$ cat src/rtl/bias_add_13_pkg.sv
// bias_add_13_pkg
//   Shared definitions for the layer-13 bias-add stage: data widths, channel and
//   pixel geometry, fixed-point shift amounts, FSM state encoding and the
//   narrowing function that converts the rescaled sum to the output width.
//   Optional feature macro: BIAS_ADD_13_SAT_EN
//     defined   -> narrowing saturates to the signed OUT_W range
//     undefined -> narrowing keeps the low OUT_W bits (two's-complement wrap)
package bias_add_13_pkg;

  localparam int COEFF_W  = 16;
  localparam int ACC_W    = 32;
  localparam int OUT_W    = 16;
  localparam int N_CH     = 16;
  localparam int N_PIX    = 64;
  localparam int BIAS_SHL = 8;
  localparam int OUT_SHR  = 8;

  localparam int CH_W  = $clog2(N_CH);
  localparam int PIX_W = $clog2(N_PIX);

  typedef enum logic [1:0] {
    LOAD  = 2'd0,
    RUN   = 2'd1,
    DRAIN = 2'd2
  } state_t;

  // The rescaled sum is carried in ACC_W+1 bits so the bias add can never
  // overflow; this reduces it to the OUT_W-bit result word.
  function automatic logic [OUT_W-1:0] narrow_result(input logic signed [ACC_W:0] r);
`ifdef BIAS_ADD_13_SAT_EN
    logic signed [ACC_W:0] max_v;
    logic signed [ACC_W:0] min_v;
    max_v = $signed({{(ACC_W+2-OUT_W){1'b0}}, {(OUT_W-1){1'b1}}});
    min_v = $signed({{(ACC_W+2-OUT_W){1'b1}}, {(OUT_W-1){1'b0}}});
    if (r > max_v) begin
      return max_v[OUT_W-1:0];
    end else if (r < min_v) begin
      return min_v[OUT_W-1:0];
    end else begin
      return r[OUT_W-1:0];
    end
`else
    return r[OUT_W-1:0];
`endif
  endfunction

endpackage

$ cat src/rtl/bias_add_13_regfile.sv
// bias_regfile_13
//   N_CH x COEFF_W storage for the per-channel bias coefficients of one frame.
//   Ports:
//     clk    in   clock
//     we     in   write enable (synchronous)
//     waddr  in   write channel index
//     wdata  in   bias coefficient to store
//     raddr  in   read channel index
//     rdata  out  coefficient at raddr (combinational read)
//   Contents are fully rewritten at the start of every frame, so the array
//   carries no reset.
module bias_regfile_13
  import bias_add_13_pkg::*;
(
  input  logic               clk,
  input  logic               we,
  input  logic [CH_W-1:0]    waddr,
  input  logic [COEFF_W-1:0] wdata,
  input  logic [CH_W-1:0]    raddr,
  output logic [COEFF_W-1:0] rdata
);

  logic [COEFF_W-1:0] mem [N_CH];

  always_ff @(posedge clk) begin
    if (we) begin
      mem[waddr] <= wdata;
    end
  end

  assign rdata = mem[raddr];

endmodule

$ cat src/rtl/bias_add_13.sv
// bias_add_13
//   Layer-13 bias-add stage. Each frame it first loads N_CH bias coefficients
//   from the bias FIFO, then adds the matching bias to every accumulator word
//   (channel-fastest order), rescales, narrows and pushes the result to the
//   output FIFO. After the last word of the frame is pushed it pulses
//   frame_done and returns to loading biases for the next frame.
//   Optional feature macro: BIAS_ADD_13_SAT_EN (saturating narrow when defined).
//   Ports:
//     ap_clk, ap_rst_n            clock, asynchronous active-low reset
//     acc_V_dout/empty_n/read     accumulator FIFO (signed ACC_W data)
//     bias_V_dout/empty_n/read    bias FIFO (signed COEFF_W data)
//     output_V_din/full_n/write   result FIFO (signed OUT_W data)
//     frame_done                  pulse with the final push of a frame
module bias_add_13
  import bias_add_13_pkg::*;
(
  input  logic               ap_clk,
  input  logic               ap_rst_n,
  input  logic [ACC_W-1:0]   acc_V_dout,
  input  logic               acc_V_empty_n,
  output logic               acc_V_read,
  input  logic [COEFF_W-1:0] bias_V_dout,
  input  logic               bias_V_empty_n,
  output logic               bias_V_read,
  output logic [OUT_W-1:0]   output_V_din,
  input  logic               output_V_full_n,
  output logic               output_V_write,
  output logic               frame_done
);

  localparam logic [CH_W-1:0]  CH_LAST  = CH_W'(N_CH - 1);
  localparam logic [PIX_W-1:0] PIX_LAST = PIX_W'(N_PIX - 1);

  state_t              state, state_nxt;
  logic [CH_W-1:0]     ch_cnt, ch_nxt;
  logic [PIX_W-1:0]    pix_cnt, pix_nxt;
  logic                out_valid;
  logic [OUT_W-1:0]    out_data;
  logic                bias_pop;
  logic                accept;
  logic                transfer;
  logic                drain_done;
  logic [COEFF_W-1:0]  bias_rdata;
  logic signed [ACC_W:0] acc_ext, bias_ext, sum, shifted;

  bias_regfile_13 u_regfile (
    .clk   (ap_clk),
    .we    (bias_V_read),
    .waddr (ch_cnt),
    .wdata (bias_V_dout),
    .raddr (ch_cnt),
    .rdata (bias_rdata)
  );

  // Datapath: sign-extend both operands into ACC_W+1 bits, align the bias to
  // the accumulator fixed-point format, add, then rescale arithmetically.
  always_comb begin
    acc_ext  = $signed({acc_V_dout[ACC_W-1], acc_V_dout});
    bias_ext = $signed({{(ACC_W+1-COEFF_W){bias_rdata[COEFF_W-1]}}, bias_rdata}) <<< BIAS_SHL;
    sum      = acc_ext + bias_ext;
    shifted  = sum >>> OUT_SHR;
  end

  assign transfer = out_valid && output_V_full_n;

  // Next-state and counter logic for the LOAD -> RUN -> DRAIN frame cycle.
  always_comb begin
    state_nxt  = state;
    ch_nxt     = ch_cnt;
    pix_nxt    = pix_cnt;
    bias_pop   = 1'b0;
    accept     = 1'b0;
    drain_done = 1'b0;
    case (state)
      LOAD: begin
        if (bias_V_empty_n) begin
          bias_pop = 1'b1;
          if (ch_cnt == CH_LAST) begin
            ch_nxt    = '0;
            state_nxt = RUN;
          end else begin
            ch_nxt = ch_cnt + 1'b1;
          end
        end
      end
      RUN: begin
        // A new word may enter only if the output register is free or is
        // being emptied this same cycle.
        if (acc_V_empty_n && (!out_valid || output_V_full_n)) begin
          accept = 1'b1;
          if (ch_cnt == CH_LAST) begin
            ch_nxt = '0;
            if (pix_cnt == PIX_LAST) begin
              pix_nxt   = '0;
              state_nxt = DRAIN;
            end else begin
              pix_nxt = pix_cnt + 1'b1;
            end
          end else begin
            ch_nxt = ch_cnt + 1'b1;
          end
        end
      end
      DRAIN: begin
        if (transfer) begin
          drain_done = 1'b1;
          state_nxt  = LOAD;
        end
      end
      default: begin
        state_nxt = LOAD;
      end
    endcase
  end

  // FIFO strobes are masked while reset is held so no word is popped from an
  // upstream FIFO that this block will then discard.
  assign bias_V_read    = bias_pop && ap_rst_n;
  assign acc_V_read     = accept && ap_rst_n;
  assign frame_done     = drain_done && ap_rst_n;
  assign output_V_write = out_valid;
  assign output_V_din   = out_data;

  // State, counters and the single-entry output register. Accept has
  // priority over transfer so back-to-back words stream at one per cycle.
  always_ff @(posedge ap_clk or negedge ap_rst_n) begin
    if (!ap_rst_n) begin
      state     <= LOAD;
      ch_cnt    <= '0;
      pix_cnt   <= '0;
      out_valid <= 1'b0;
      out_data  <= '0;
    end else begin
      state   <= state_nxt;
      ch_cnt  <= ch_nxt;
      pix_cnt <= pix_nxt;
      if (accept) begin
        out_data  <= narrow_result(shifted);
        out_valid <= 1'b1;
      end else if (transfer) begin
        out_valid <= 1'b0;
      end
    end
  end

endmodule

$ cat config.mk
export PLATFORM = sky130hd
export DESIGN_NAME = bias_add_13
export DESIGN_NICKNAME = d
export VERILOG_FILES = /design/src/rtl/bias_add_13_pkg.sv /design/src/rtl/bias_add_13_regfile.sv /design/src/rtl/bias_add_13.sv
export SDC_FILE = /design/constraint.sdc
export NUM_CORES = 1
export LEC_CHECK = 0
export CAP_MARGIN = 0
export CORE_ASPECT_RATIO = 0.9
export CORE_UTILIZATION = 55
export DETAILED_ROUTE_END_ITERATION = 8
export PLACE_DENSITY = 0.75
export SLEW_MARGIN = 0
export SYNTH_ARGS = -nofsm -noshare
export SYNTH_HDL_FRONTEND = slang
export SYNTH_SLANG_ARGS = --single-unit
export TNS_END_PERCENT = 1
$ cat constraint.sdc
create_clock -name ap_clk -period 7 [get_ports ap_clk]
set_clock_uncertainty 0.2 [all_clocks]
set_input_delay 1.4 -clock ap_clk [delete_from_list [all_inputs] [get_ports ap_clk]]
set_output_delay 1.4 -clock ap_clk [all_outputs]
set_load 0.005 [all_outputs]
# After elaboration in Yosys (flattened, before gate mapping)

Memory sizes are Yosys's and may differ from the RTL's.
Cells that the tools add are included.

Bits in writable memories: 256
Bits in registers: 29
Output and inout bits: 20
Bits of input ports: 53
Word-level logic and storage cells: 54
Memories: 1

Memories:

| name          | words | bits a word | rd ports | clocked after Yosys merged registers in | write ports | line                      | RTL |
|---|---|---|---|---|---|---|---|
| u_regfile.mem | 16    | 16          | 1        | 0                                       | 1           | bias_add_13_regfile.sv:23 | `logic [COEFF_W-1:0] mem [N_CH];` |

Eq/ne operators: 10
Reductions and logical operators: 13
Multiplexer cells: 22
Add/subtract/negate cells: 3

Operator list:

| cell                                                 | count |
|---|---|
| adder 24 bit                                         | 1 |
| 2-to-1 mux 2 bit                                     | 6 |
| 2-to-1 mux 4 bit                                     | 3 |
| inequality test 2 bit (second input constant)        | 6 |
| 2-to-1 mux 1 bit                                     | 10 |
| one-hot mux 4 bit (2 select lines)                   | 1 |
| adder 6 x 1 -> 6 bit (second input constant)         | 1 |
| equality test 6 bit (second input constant)          | 1 |
| 2-to-1 mux 6 bit                                     | 1 |
| one-hot mux 2 bit (3 select lines)                   | 1 |
| AND reduction 3 bit                                  | 2 |
| AND reduction 6 bit                                  | 1 |
| logical AND 1 bit                                    | 5 |
| adder 4 x 1 -> 4 bit (second input constant)         | 1 |
| equality test 4 bit (second input constant)          | 1 |
| nonzero test 2 bit                                   | 2 |
| equality test 2 x 1 -> 1 bit (second input constant) | 1 |
| equality test 2 bit (second input constant)          | 1 |
| logical NOT 2 bit                                    | 1 |
| logical NOT 1 bit                                    | 1 |
| logical OR 1 bit                                     | 1 |

# Depth between registers and ports, before layout

Gate-level depths: netlist (run 1).

Word-level depth: 6
Mapped depth: 13
Gate-level depth less buffers: 11

# Hierarchy

From an unflattened synthesis (run 1), not the netlist that was laid out.

Cell total of the unflattened synthesis: 644
Area, all modules: 11792.6 um^2

Modules (own cells, without submodules):

| module          | times used | seq. area each (um^2) | area an instance (um^2) | cells an instance |
|---|---|---|---|---|
| bias_regfile_13 | 1          | 7687.4                | 9721.8                  | 416 |
| bias_add_13     | 1          | 725.7                 | 2070.7                  | 228 |

# Worst setup path before layout (run 1)

No wires, ideal clock.

Path kind: in2out
Start: input output_V_full_n
End: output acc_V_read
Data required time: 5.400 ns
Arrival time: 2.435 ns
Cell stages on the path: 7
Path buffers: 3
Path slack: 2.965 ns
Path through: nand2b_1 -> nand2_1 -> or2_1 -> clkbuf_1 -> clkbuf_1 -> buf_2 -> nor2_1

Longest elaborated chain between the ends: 5

RTL lines:

| what               | line               | RTL |
|---|---|---|
| start: declaration | bias_add_13.sv:26  | `input logic output_V_full_n,` |
| logical OR 1 bit   | bias_add_13.sv:89  | `if (acc_V_empty_n && (!out_valid \|\| output_V_full_n)) begin` |
| logical AND 1 bit  | bias_add_13.sv:89  |  |
| 2-to-1 mux 1 bit   | bias_add_13.sv:89  |  |
| 2-to-1 mux 1 bit   | bias_add_13.sv:74  | `case (state)` |
| logical AND 1 bit  | bias_add_13.sv:119 | `assign acc_V_read = accept && ap_rst_n;` |
| end: declaration   | bias_add_13.sv:21  | `output logic acc_V_read,` |

Every way passes these cells.

# Final worst setup path (run 1)

Start: input ap_rst_n
End: output bias_V_read

Longest elaborated chain between the ends: 1

RTL lines:

| what               | line               | RTL |
|---|---|---|
| start: declaration | bias_add_13.sv:18  | `input logic ap_rst_n,` |
| logical AND 1 bit  | bias_add_13.sv:118 | `assign bias_V_read = bias_pop && ap_rst_n;` |
| end: declaration   | bias_add_13.sv:24  | `output logic bias_V_read,` |

Every way passes these cells.

==> metrics.txt, run 1 <==
# TYPE chip_impl_metric gauge
chip_impl_info{name="outcome",value="finished, final reports clean"} 1
chip_impl_metric{name="synth_area_in_compound_gates",unit="%"} 3.193
chip_impl_metric{name="portBuffers",unit=""} 56
chip_impl_metric{name="netlist.area_leader.share",unit="%"} 64.74
chip_impl_metric{name="final_layout_size_suffix_gt1_share",unit="%"} 16.90
chip_impl_metric{name="top_level_i_o_count",unit=""} 73
chip_impl_metric{name="floorplan.initialDensity",unit="%"} 56.66
chip_impl_metric{name="nets",unit=""} 776
chip_impl_info{name="mostFrequentLayoutCells",value="edfxtp_1 (256), mux4_2 (56), clkdlybuf4s50_1 (56)"} 1
chip_impl_metric{name="final.min_clock_period",unit="ns"} 5.213
chip_impl_metric{name="worstPathRequired",unit="ns"} 5.40
chip_impl_metric{name="cts_hold_buffers",unit=""} 0
chip_impl_metric{name="postCtsResizedCells",unit=""} 0
chip_impl_info{name="cell_accounting_for_the_most_synthesized_area",value="edfxtp_1"} 1
chip_impl_metric{name="postRouteAntennaNets",unit=""} 0
chip_impl_info{name="critical_path.endpoint_type",value="output port"} 1
chip_impl_metric{name="critical_path.max_fanout",unit=""} 30
chip_impl_info{name="unrepaired_setup_endpoints_after_global_routing",value="false"} 1
chip_impl_info{name="largest_family_of_logic_cells_by_synthesized_area",value="multiplexers"} 1
chip_impl_metric{name="achievable-frequency",unit="GHz"} 0.1918
chip_impl_metric{name="syn_nets",unit=""} 696
chip_impl_metric{name="synth_sequential_area_ratio",unit="%"} 70.85
chip_impl_metric{name="peakVddDrop",unit="mV"} 0.2445
chip_impl_metric{name="post_dp_cell_area",unit="um2"} 12790
chip_impl_metric{name="yosys.area_share.adder",unit="%"} 2.276
chip_impl_metric{name="worst_slack_setup_final",unit="ns"} 1.787
chip_impl_info{name="critical-path-slowest-cell",value="clkdlybuf4s50_1"} 1
chip_impl_info{name="worstHoldStart",value="pix_cnt[5]"} 1
chip_impl_metric{name="placeable_core_region",unit="um2"} 20960
chip_impl_metric{name="post_synth_xor_area_fraction",unit="%"} 0.8851
chip_impl_metric{name="h-tree-depth",unit=""} 1
chip_impl_metric{name="wire_per_inst",unit="um"} 25.22
chip_impl_metric{name="critical_path_arrival",unit="ns"} 3.61
chip_impl_metric{name="setup-tns-final",unit="ns"} 0
chip_impl_metric{name="gp_congestion",unit=""} 0.8726
chip_impl_metric{name="power.density_cell_area",unit="nW/um2"} 388.3
chip_impl_metric{name="final_cells",unit=""} 1002
chip_impl_info{name="crit_path_frequent_cell",value="clkdlybuf4s50_1"} 1
chip_impl_metric{name="vias",unit=""} 6251
chip_impl_metric{name="die_area",unit="um2"} 22180
chip_impl_info{name="worst_path_cell_trace",value="clkdlybuf4s50_1 > buf_4 > inv_1 > nor3_1 > clkdlybuf4s50_1"} 1
chip_impl_metric{name="globalRouteTotalUtil",unit="%"} 23.97
chip_impl_metric{name="detail_route.vias_per_cell",unit=""} 6.239
chip_impl_metric{name="fp.dieW",unit="um"} 156.9
chip_impl_metric{name="drt_first_iter_violations",unit=""} 557
chip_impl_metric{name="buffers_inserted_by_post_cts_timing_repair",unit=""} 0
chip_impl_metric{name="synth.area.mux_share",unit="%"} 16.05
chip_impl_metric{name="std_cell_rows",unit=""} 50
chip_impl_info{name="min_path_type",value="reg2reg"} 1
chip_impl_metric{name="min_period_over_period",unit="%"} 74.47
chip_impl_metric{name="clkTransAtPathRegs",unit="ns"} 0.06
chip_impl_metric{name="detail_route.wirelength",unit="um"} 25270
chip_impl_info{name="cts_tree",value="done"} 1
chip_impl_metric{name="max_cap_violations",unit=""} 0
chip_impl_metric{name="drcViolationCount",unit=""} 0
chip_impl_metric{name="detail_route.first_pass.iterations",unit=""} 5
chip_impl_info{name="critPathLaunchType",value="primary input"} 1
chip_impl_info{name="final_common_cell",value="edfxtp_1"} 1
chip_impl_metric{name="clkSinkCount",unit=""} 285
chip_impl_info{name="setup.worst_path.start",value="ap_rst_n"} 1
chip_impl_metric{name="report.final.setup_viol",unit=""} 0
chip_impl_metric{name="place_hpwl",unit="um"} 14740
chip_impl_metric{name="worst_slew_pin_slew",unit="ns"} 0.9400
chip_impl_metric{name="diodes",unit=""} 0
chip_impl_metric{name="cellLeakagePower",unit="nW"} 4.571
chip_impl_metric{name="hold_violations_final",unit=""} 0
chip_impl_metric{name="grt_remaining_overflow",unit=""} 0
chip_impl_metric{name="floorplan.die.height",unit="um"} 141.4
chip_impl_metric{name="grt_pass1_wl",unit="um"} 38100
chip_impl_metric{name="yosys.cell_types.count",unit=""} 42
chip_impl_metric{name="syn_area",unit="um2"} 11870
chip_impl_metric{name="grt_pass1_vias",unit=""} 6320
chip_impl_metric{name="clk_latency",unit="ns"} 0.54
chip_impl_metric{name="grt_max_degree",unit=""} 69
chip_impl_metric{name="synth-async-reset-ratio",unit="%"} 10.18
chip_impl_info{name="crit_type",value="in2out"} 1
chip_impl_metric{name="avgSynthCellArea",unit="um2"} 19.09
chip_impl_metric{name="cts_made_buffers",unit=""} 28
chip_impl_info{name="cts.root.buffer_cell",value="clkbuf_16"} 1
chip_impl_info{name="rr_startpoint",value="ch_cnt[0]"} 1
chip_impl_info{name="post_synth_main_area_contributors",value="edfxtp_1 (65%), mux4_2 (11%), dfrtp_1 (6.1%)"} 1
chip_impl_info{name="main_flop_type_after_synthesis",value="edfxtp_1"} 1
chip_impl_metric{name="edff_count_synth",unit=""} 256
chip_impl_metric{name="finish.utilization",unit="%"} 64.92
chip_impl_metric{name="synthesis.yosys.warnings",unit=""} 0
chip_impl_metric{name="antenna_found_initial",unit=""} 0
chip_impl_metric{name="post_synth_and_or_nand_nor_area_fraction",unit="%"} 4.752
chip_impl_metric{name="synthCells",unit=""} 622
chip_impl_metric{name="stdcell_area",unit="um2"} 13610
chip_impl_metric{name="post-place-ws",unit="ns"} 1.741
chip_impl_metric{name="crit_path_max_incr_delay",unit="ns"} 0.63
chip_impl_metric{name="total_instance_count_after_detailed_placement",unit=""} 958
chip_impl_metric{name="cts_max_path_buffers",unit=""} 3
chip_impl_metric{name="areaGrowthSynthToFinish",unit="%"} 14.58
chip_impl_metric{name="drv_slew",unit=""} 0
chip_impl_metric{name="slew-limit-headroom",unit="%"} 37.33
chip_impl_metric{name="ys_seq_elements",unit=""} 285
[critical path: cells and delay by family]
kind	cells	cell delay [ns]
buffers and inverters	4	1.62
and+or+nand+nor	1	0.59
[layout make-up]
class,count,area (um2)
flip-flops and latches,285,8418
fillers,1413,7352
multi-input cells,300,3251
clock buffers,30,729.5
repair buffers,78,725.7
well taps,286,357.8
clock inverters,14,90.09
inverters,9,33.78
[logic make-up after synthesis]
kind of cell,Yosys count
flops,285
simple gates,122
mux,83
compound gates,62
buf+inv,37
fa+ha+maj,21
xor+xnor,12
[routing by layer]
metal | vias up | track usage, % | wire length (um)
li1 | 2697 | - | -
met1 | 3249 | 33.66 | 10580
met2 | 257 | 38.53 | 12290
met3 | 48 | 4.368 | 1727
met4 | 0 | 7.792 | 676
met5 | - | 0 | 0
[cells in the mapped netlist (5+ instances only)]
cell type,count
a21o_1,6
a21oi_1,14
buf_2,8
buf_6,10
clkbuf_1,7
dfrtp_1,29
edfxtp_1,256
ha_1,20
inv_1,9
mux4_1,23
mux4_2,56
nand2_1,45
nand2b_1,8
nand3_1,13
nand4_1,5
nor2_1,24
nor3_1,14
o21ai_0,23
or3_1,5
xnor2_1,7
xor2_1,5
[final timing paths]
check	endpoint	slack [ns]	cells after the start
max in group asynchronous	ch_cnt[0]	5.22	2
setup / recovery	bias_V_read	1.79	5
setup reg to reg	output_V_din[15]	2.38	10
hold / removal	pix_cnt[5]	0.27	1
hold reg to reg	pix_cnt[5]	0.27	1
min in group asynchronous	output_V_din[4]	1.06	2
[power breakdown]
part / internal (W) / switching [W] / leakage, nW
combinational: 0.000868 / 0.000951 / 1.50
clock: 0.000775 / 0.000592 / 0.397
sequential: 0.00199 / 0.000110 / 2.67
[state kept, by name (all words and copies together), names as in the netlist]
signal	flops
ch_cnt	4
output_V_din	16
pix_cnt	6
u_regfile.mem	256
state	2
output_V_write	1
[per-stage QoR]
stage / power (W) / hold slack, ns
after CTS: 0.005313 / 0.2812
after global placement: 0.003882 / 0.2616
after global routing: 0.005541 / 0.3013
final: 0.005284 / 0.2742
after detailed placement: 0.003933 / 0.2695
after floorplan: 0.003448 / 0.2450
Power figures use the tool's default switching activity.
==> run 2, diff against run 1 <==
==> constraint.sdc (replaced) <==
create_clock -name ap_clk -period 4.8 [get_ports ap_clk]
set_clock_uncertainty 0.2 [all_clocks]
set_input_delay 0.96 -clock ap_clk [delete_from_list [all_inputs] [get_ports ap_clk]]
set_output_delay 0.96 -clock ap_clk [all_outputs]
set_load 0.005 [all_outputs]
==> metrics.txt, run 2 (same netlist as run 1, synthesis figures left out) <==
# TYPE chip_impl_metric gauge
chip_impl_info{name="outcome",value="finished, final reports clean"} 1
chip_impl_metric{name="worstPathRequired",unit="ns"} 5.08
chip_impl_metric{name="hold_violations_final",unit=""} 0
chip_impl_metric{name="detail_route.wirelength",unit="um"} 24180
chip_impl_metric{name="floorplan.initialDensity",unit="%"} 56.66
chip_impl_metric{name="worst_slew_pin_slew",unit="ns"} 0.9224
chip_impl_metric{name="nets",unit=""} 789
chip_impl_metric{name="critical_path.max_fanout",unit=""} 33
chip_impl_metric{name="detail_route.first_pass.iterations",unit=""} 5
chip_impl_metric{name="placeable_core_region",unit="um2"} 20960
chip_impl_metric{name="buffers_inserted_by_post_cts_timing_repair",unit=""} 0
chip_impl_metric{name="peakVddDrop",unit="mV"} 0.3548
chip_impl_info{name="cts.root.buffer_cell",value="clkbuf_16"} 1
chip_impl_metric{name="final.min_clock_period",unit="ns"} 4.156
chip_impl_info{name="crit_type",value="reg2reg"} 1
chip_impl_metric{name="slew-limit-headroom",unit="%"} 38.50
chip_impl_metric{name="drt_first_iter_violations",unit=""} 559
chip_impl_metric{name="gp_congestion",unit=""} 0.9161
chip_impl_metric{name="cts_made_buffers",unit=""} 27
chip_impl_info{name="mostFrequentLayoutCells",value="edfxtp_1 (256), mux4_2 (56), clkdlybuf4s50_1 (56)"} 1
chip_impl_metric{name="achievable-frequency",unit="GHz"} 0.2406
chip_impl_metric{name="vias",unit=""} 6204
chip_impl_metric{name="floorplan.die.height",unit="um"} 141.4
chip_impl_metric{name="portBuffers",unit=""} 56
chip_impl_metric{name="power_switching_share",unit="%"} 30.63
chip_impl_metric{name="final_layout_size_suffix_gt1_share",unit="%"} 18.28
chip_impl_metric{name="r2r.worst_path.cells",unit=""} 10
chip_impl_metric{name="timing.hold.worst_path_depth",unit=""} 2
chip_impl_info{name="final_common_cell",value="edfxtp_1"} 1
chip_impl_info{name="critical_path.endpoint_type",value="register"} 1
chip_impl_metric{name="clock_power_share",unit="%"} 26.8
chip_impl_metric{name="cts_hold_buffers",unit=""} 0
chip_impl_metric{name="top_level_i_o_count",unit=""} 73
chip_impl_metric{name="grt_max_degree",unit=""} 42
chip_impl_metric{name="p_int",unit="W"} 0.005456
chip_impl_metric{name="detail_route.vias_per_cell",unit=""} 6.088
chip_impl_metric{name="setup-tns-final",unit="ns"} 0
chip_impl_metric{name="clkSinkCount",unit=""} 285
chip_impl_metric{name="share_of_total_power_in_sequential_cells",unit="%"} 39.8
chip_impl_metric{name="critical_path_arrival",unit="ns"} 4.43
chip_impl_metric{name="cts_max_path_buffers",unit=""} 3
chip_impl_metric{name="diodes",unit=""} 0
chip_impl_metric{name="fp.dieW",unit="um"} 156.9
chip_impl_metric{name="postRouteAntennaNets",unit=""} 0
chip_impl_metric{name="drv_slew",unit=""} 0
chip_impl_metric{name="clk_latency",unit="ns"} 0.55
chip_impl_metric{name="antenna_found_initial",unit=""} 0
chip_impl_info{name="critPathLaunchType",value="register"} 1
chip_impl_metric{name="pwr-share-comb",unit="%"} 33.4
chip_impl_metric{name="report.final.setup_viol",unit=""} 0
chip_impl_metric{name="max_reg_flops",unit=""} 256
chip_impl_metric{name="die_area",unit="um2"} 22180
chip_impl_metric{name="clkTransAtPathRegs",unit="ns"} 0.06
chip_impl_metric{name="globalRouteTotalUtil",unit="%"} 22.97
chip_impl_metric{name="wire_per_inst",unit="um"} 23.73
chip_impl_info{name="unrepaired_setup_endpoints_after_global_routing",value="false"} 1
chip_impl_metric{name="place_hpwl",unit="um"} 15060
chip_impl_metric{name="cellLeakagePower",unit="nW"} 4.681
chip_impl_metric{name="min_period_over_period",unit="%"} 86.58
chip_impl_metric{name="std_cell_rows",unit=""} 50
chip_impl_metric{name="grt_remaining_overflow",unit=""} 0
chip_impl_metric{name="postCtsResizedCells",unit=""} 0
chip_impl_info{name="min_path_type",value="reg2reg"} 1
chip_impl_metric{name="power.density_cell_area",unit="nW/um2"} 569.8
chip_impl_metric{name="max_cap_violations",unit=""} 0
chip_impl_metric{name="switching_power",unit="W"} 0.002409
chip_impl_metric{name="grt_pass1_vias",unit=""} 6253
chip_impl_metric{name="finish.utilization",unit="%"} 65.86
chip_impl_metric{name="h-tree-depth",unit=""} 1
chip_impl_metric{name="drcViolationCount",unit=""} 0
chip_impl_metric{name="grt_pass1_wl",unit="um"} 36780
chip_impl_info{name="max_flop_register",value="u_regfile.mem"} 1
chip_impl_metric{name="areaGrowthSynthToFinish",unit="%"} 16.25
chip_impl_info{name="cts_tree",value="done"} 1
==> run 2: cell count changes in the layout (fill, tap and decap cells not counted) <==
| cell | before | now |
|---|---|---|
| buf_12 | 0 | 3 |
| buf_4 | 22 | 33 |
| bufinv_16 | 1 | 4 |
| clkbuf_1 | 1 | 7 |
| clkbuf_16 | 29 | 27 |
| clkinv_1 | 8 | 6 |
| clkinv_2 | 3 | 2 |
| clkinvlp_4 | 2 | 0 |
| inv_16 | 0 | 1 |
==> run 2: metrics by stage <==
step,std cells,worst slack (ns),power [W],hold WS [ns],instance area (um2)
CTS,1019,0.6547,0.007900,0.2871,13800
finish,1019,0.6440,0.007865,0.2796,13800
global placement,972,0.7149,0.005718,0.2618,12930
floorplan,622,1.315,0.005028,0.2450,11870
detailed placement,972,0.6965,0.005789,0.2723,12930
global route,1019,0.3673,0.008238,0.3110,13800
==> run 2: final timing paths <==
kind | slack [ns] | startpoint | end
max | 0.64 | ch_cnt[1] | output_V_din[13]
min | 0.28 | output_V_din[15] | output_V_din[15]
max reg2reg | 0.64 | ch_cnt[1] | output_V_din[13]
min reg2reg | 0.28 | output_V_din[15] | output_V_din[15]
max in group asynchronous | 3.41 | ap_rst_n | ch_cnt[0]
min in group asynchronous | 0.69 | ap_rst_n | ch_cnt[3]
==> run 2: layout make-up <==
cell class                      instances  area [um2]
Sequential cell                       285        8418
Fill cell                            1355        7154
Multi-Input combinational cell        300        3251
Timing Repair Buffer                   92       868.3
Clock buffer                           34       701.9
Tap cell                              286       357.8
Clock inverter                         13       172.7
Inverter                                9       33.78
==> run 2: power by group through the flow <==
stage	Sequential [W]	Clock, W	Combinational (W)
2_1_floorplan	0.00302	0	0.00201
3_3_place_gp	0.00317	0	0.00254
3_5_place_dp	0.00319	0	0.00260
4_1_cts	0.00314	0.00215	0.00262
5_1_grt	0.00316	0.00224	0.00284
6_report	0.00313	0.00211	0.00262
==> run 2: routing by layer <==
metal  track usage [%]  vias up  wire length, um
met3             3.451       31             1845
met2             36.77      275            11580
met1             33.63     3168            10340
met5                 0        -                0
li1                  -     2730                -
met4             5.728        0              412
==> run 2: worst max-delay path: stages, from the launching register on <==
cell	delay, ns
dfrtp_2	0.97
buf_4	0.36
mux4_1	0.35
mux4_2	0.50
ha_1	0.36
a21o_1	0.22
nand3_1	0.10
and3b_1	0.29
o21ai_0	0.20
or4_1	0.44
nand3_1	0.08
